[src/rtl/oai_pkg.sv]
// Shared definitions for the OAI gate vector checker: FSM encodings,
// the golden gate function and the settle-time limit.
package oai_pkg;

  typedef enum logic [1:0] {
    S_IDLE  = 2'd0,
    S_HOLD  = 2'd1,
    S_CHECK = 2'd2,
    S_DONE  = 2'd3
  } state_t;

  localparam int HOLD_MAX = 15;

  // Expected gate output for input vector {a,b,c} = idx
  function automatic logic oai_exp(input logic [2:0] idx);
    return ~((idx[2] | idx[1]) & idx[0]);
  endfunction

endpackage

[src/rtl/oai_vec_checker_hold_timer.sv]
// Settle timer for one vector: counts up while enabled and flags the
// last hold cycle (count == HOLD-1). Clear wins over enable.
module hold_timer
  import oai_pkg::*;
#(
  parameter int HOLD = 2
) (
  input  logic clk,
  input  logic rst,
  input  logic clr,
  input  logic en,
  output logic tc
);

  // Out-of-range settings are clamped into 1..HOLD_MAX so the terminal
  // compare always hits inside the 4-bit count range.
  localparam int HOLD_EFF = (HOLD < 1) ? 1 : ((HOLD > HOLD_MAX) ? HOLD_MAX : HOLD);
  localparam logic [3:0] TC_VAL = 4'(HOLD_EFF - 1);

  logic [3:0] cnt;

  // Hold counter: cleared on reset or request, otherwise counts when enabled
  always_ff @(posedge clk) begin
    if (rst || clr) begin
      cnt <= 4'd0;
    end else if (en) begin
      cnt <= cnt + 4'd1;
    end
  end

  assign tc = (cnt == TC_VAL);

endmodule

[config.mk]
export PLATFORM = sky130hd
export DESIGN_NAME = hold_timer
export DESIGN_NICKNAME = d
export VERILOG_FILES = /design/src/rtl/oai_pkg.sv /design/src/rtl/oai_vec_checker_hold_timer.sv
export SDC_FILE = /design/constraint.sdc
export NUM_CORES = 1
export LEC_CHECK = 0
export BUFFER_PORTS_ARGS = -buffer_cell sky130_fd_sc_hd__buf_2
export CAP_MARGIN = 5
export CORE_AREA = 2 2 39 41
export CTS_CLUSTER_DIAMETER = 30
export DETAILED_ROUTE_END_ITERATION = 6
export DIE_AREA = 0 0 41 43
export PLACE_DENSITY_LB_ADDON = 0.12
export SYNTH_ARGS = -nofsm -noshare
export SYNTH_HDL_FRONTEND = slang
export SYNTH_SLANG_ARGS = --single-unit
[constraint.sdc]
create_clock -name clk -period 2.14 [get_ports clk]
set_input_delay 0.214 -clock clk [delete_from_list [all_inputs] [get_ports clk]]
set_output_delay 0.214 -clock clk [all_outputs]
set_load 0.005 [all_outputs]
==> impl_metrics.csv <==
group,metric,value,unit
sta,period_share,60.6,%
yosys,netlist-cell-type-count,14,
placed_design,hpwlAfterDp,322,µm
yosys,yosysSeqAreaShare,40.3,%
cells_and_area,num_antenna_cells,0,
cells_and_area,postLayoutCellArea,262,µm²
cells_and_area,largest_reg_flops,4,
detailed_routing,initialDrtViolationCount,0,
sta,relSlewSlack,88.5,%
pwr,p_per_area,718,nW/µm²
sta,fin_skew,0.00505,ns
floorplan,core,1380,µm²
grt,first_global_vias,172,
grt,grt_max_degree,7,
grt,antenna_found_initial,0,
grt,grt_usage,6.73,%
sta,fin_crit,1.30,ns
critical_path,arrival,1.08,ns
worst_hold_path,worstHoldStart,"en",
detailed_routing,dr.pass1.iters,1,
clocking,cts_tree,"done",
floorplan,fp.dieH,43,µm
sta,finalSetupTns,0,ns
grt,grt_overflow,0,
worst_hold_path,hp-class,"primary input to register",
yosys,avgSynthCellArea,9.95,µm²
sta,setup_viol,0,
yosys,ys_seq_elements,4,
clocking,ctsRootBufferMaster,"clkbuf_4",
cells_and_area,final_util,18.9,%
detailed_routing,remaining_drc_errors,0,
detailed_routing,wl,408,µm
critical_path,path_max_fanout,4,
run,maxCapViolations,0,
pwr,irDropWorstVdd,197,µV
cells_and_area,fill_cells,154,
worst_hold_path,holdPathStages,2,
detailed_routing,via_count,162,
yosys,synthCells,20,
placed_design,placed_area,239,µm²
grt,grt_pass1_wl,683,µm
clocking,numCtsBuffers,3,
worst_hold_path,min_to,"cnt[1]",
floorplan,io_pins,5,
cells_and_area,top_register,"cnt",
critical_path,rr_startpoint,"cnt[1]",
pwr,total_power,0.188,mW
yosys,synth_nets,26,
cells_and_area,syn2layout_area_growth,31.4,%
clocking,cts_setup_buffers,0,
floorplan,die_area,1760,µm²
critical_path,ff2ff_setup_slack,1.15,ns
clocking,htreeDepth,1,
clocking,clk_pin_slew,0.04,ns
critical_path,critPathKind,"register to primary output",
sta,hold_violations,0,
floorplan,start_util,14.4,%
floorplan,die_x,41,µm
sta,worst_slew_pin_slew,0.171,ns
cells_and_area,finalNetCount,35,
critical_path,cp.required,1.93,ns
detailed_routing,ant_nets,0,
clocking,ctsHoldBuffers,0,
clocking,clk_path_buf_depth,2,
cells_and_area,drive_gt1_share,29.6,%
detailed_routing,wl_per_cell,9.49,µm
placed_design,gp_congestion,0.688,
clocking,post_cts_resized,0,
placed_design,placedCellCount,40,
critical_path,end_kind,"primary output",
yosys,syn-cell-area,199,µm²
placed_design,place.port_buffers,4,
pwr,leakage,0.106,nW
critical_path,reg2reg_depth,3,
yosys,ys_warn_count,0,
floorplan,rows,14,
sta,rsz0062_at_grt,"no",
cells_and_area,fin_cells,43,
sta,drv_slew,0,
outcome,status,"finished clean",
detailed_routing,vias_per_cell,3.77,
sta,fmax,771,MHz
critical_path,worst_setup_path_start_kind,"register",
clocking,worstSkewPairLatency,0.24,ns
critical_path,r2r_end,"cnt[1]",
clocking,clkSinkCount,4,
cells_and_area,top_regs,"cnt x4",
-- per-stage QoR --
stage / worst slack (ns) / hold WS (ns)
after floorplan: 1.21 / 0.309
after global placement: 1.08 / 0.499
after detailed placement: 1.09 / 0.504
after CTS: 0.827 / 0.253
after global routing: 0.752 / 0.264
final: 0.842 / 0.255
-- power by group --
group	leakage (nW)	internal [mW]	switching [mW]
Combinational	0.0601	0.00684	0.00687
Clock	0.0138	0.0629	0.0325
Sequential	0.0325	0.0767	0.00206
Total	0.106	0.146	0.0414
-- how the worst max path moves through the flow --
stage	start	to
after floorplan	cnt[0]	tc
after global placement	cnt[0]	tc
after detailed placement	cnt[0]	tc
after CTS	cnt[0]	tc
after global routing	cnt[0]	tc
final	cnt[0]	tc
-- routing by layer --
layer / vias to the layer above / routed length [µm] / GRT usage, %
met5: - / 0 / 0
met4: 0 / 0 / 8.00
met3: 0 / 28 / 4.71
met2: 4 / 191 / 8.75
met1: 72 / 188 / 5.81
li1: 86 / - / -
-- Yosys cell counts --
cell type / n / area share [%]
nor3b_1: 2 / 7.5
a21oi_1: 1 / 2.5
or2_1: 1 / 3.1
dfxtp_1: 4 / 40
xnor2_1: 1 / 4.4
inv_1: 1 / 1.9
nor3_1: 1 / 2.5
nor2_1: 2 / 3.8
mux2_1: 1 / 5.7
a21bo_2: 1 / 5.0
nand3b_1: 1 / 3.8
ha_1: 2 / 13
a211oi_1: 1 / 3.8
nand4_1: 1 / 3.1
-- cell families after synthesis --
| kind of cell | Yosys count | share of synthesized area [%] |
|---|---|---|
| multiplexers | 1 | 5.66 |
| AO/OA/AOI/OAI | 3 | 11.3 |
| AND/OR/NAND/NOR | 8 | 23.9 |
| flip-flops | 4 | 40.3 |
| XOR/XNOR | 1 | 4.40 |
| buffers and inverters | 1 | 1.88 |
| adder cells (fa/ha/maj) | 2 | 12.6 |
-- layout make-up --
type                    instances  area [µm²]  area share, %
clock buffers                   3        22.5           8.61
inverters                       1        3.75           1.44
multi-input cells              15         115           44.0
flip-flops and latches          4        80.1           30.6
well taps                      16        20.0           7.66
repair buffers                  4        20.0           7.66
-- cell usage in the layout (no fill, tap or decap), drive strengths merged --
| cell type | Yosys | routed |
|---|---|---|
| dfxtp | 4 | 4 |
| buf | 0 | 4 |
| clkbuf | 0 | 3 |
| nor3b | 2 | 2 |
| nor2 | 2 | 2 |
| ha | 2 | 2 |
| inv | 1 | 1 |
| a21bo | 1 | 1 |
| nand3b | 1 | 1 |
| or2 | 1 | 1 |
| a21oi | 1 | 1 |
| a211oi | 1 | 1 |
| xnor2 | 1 | 1 |
| nor3 | 1 | 1 |
| nand4 | 1 | 1 |
| mux2 | 1 | 1 |
-- worst max-delay path, cell delays in order, from the launching register on --
cell     delay (ns)
dfxtp_1        0.39
ha_1           0.16
nor3b_1        0.16
buf_2          0.14
Power figures use the tool's default switching activity.
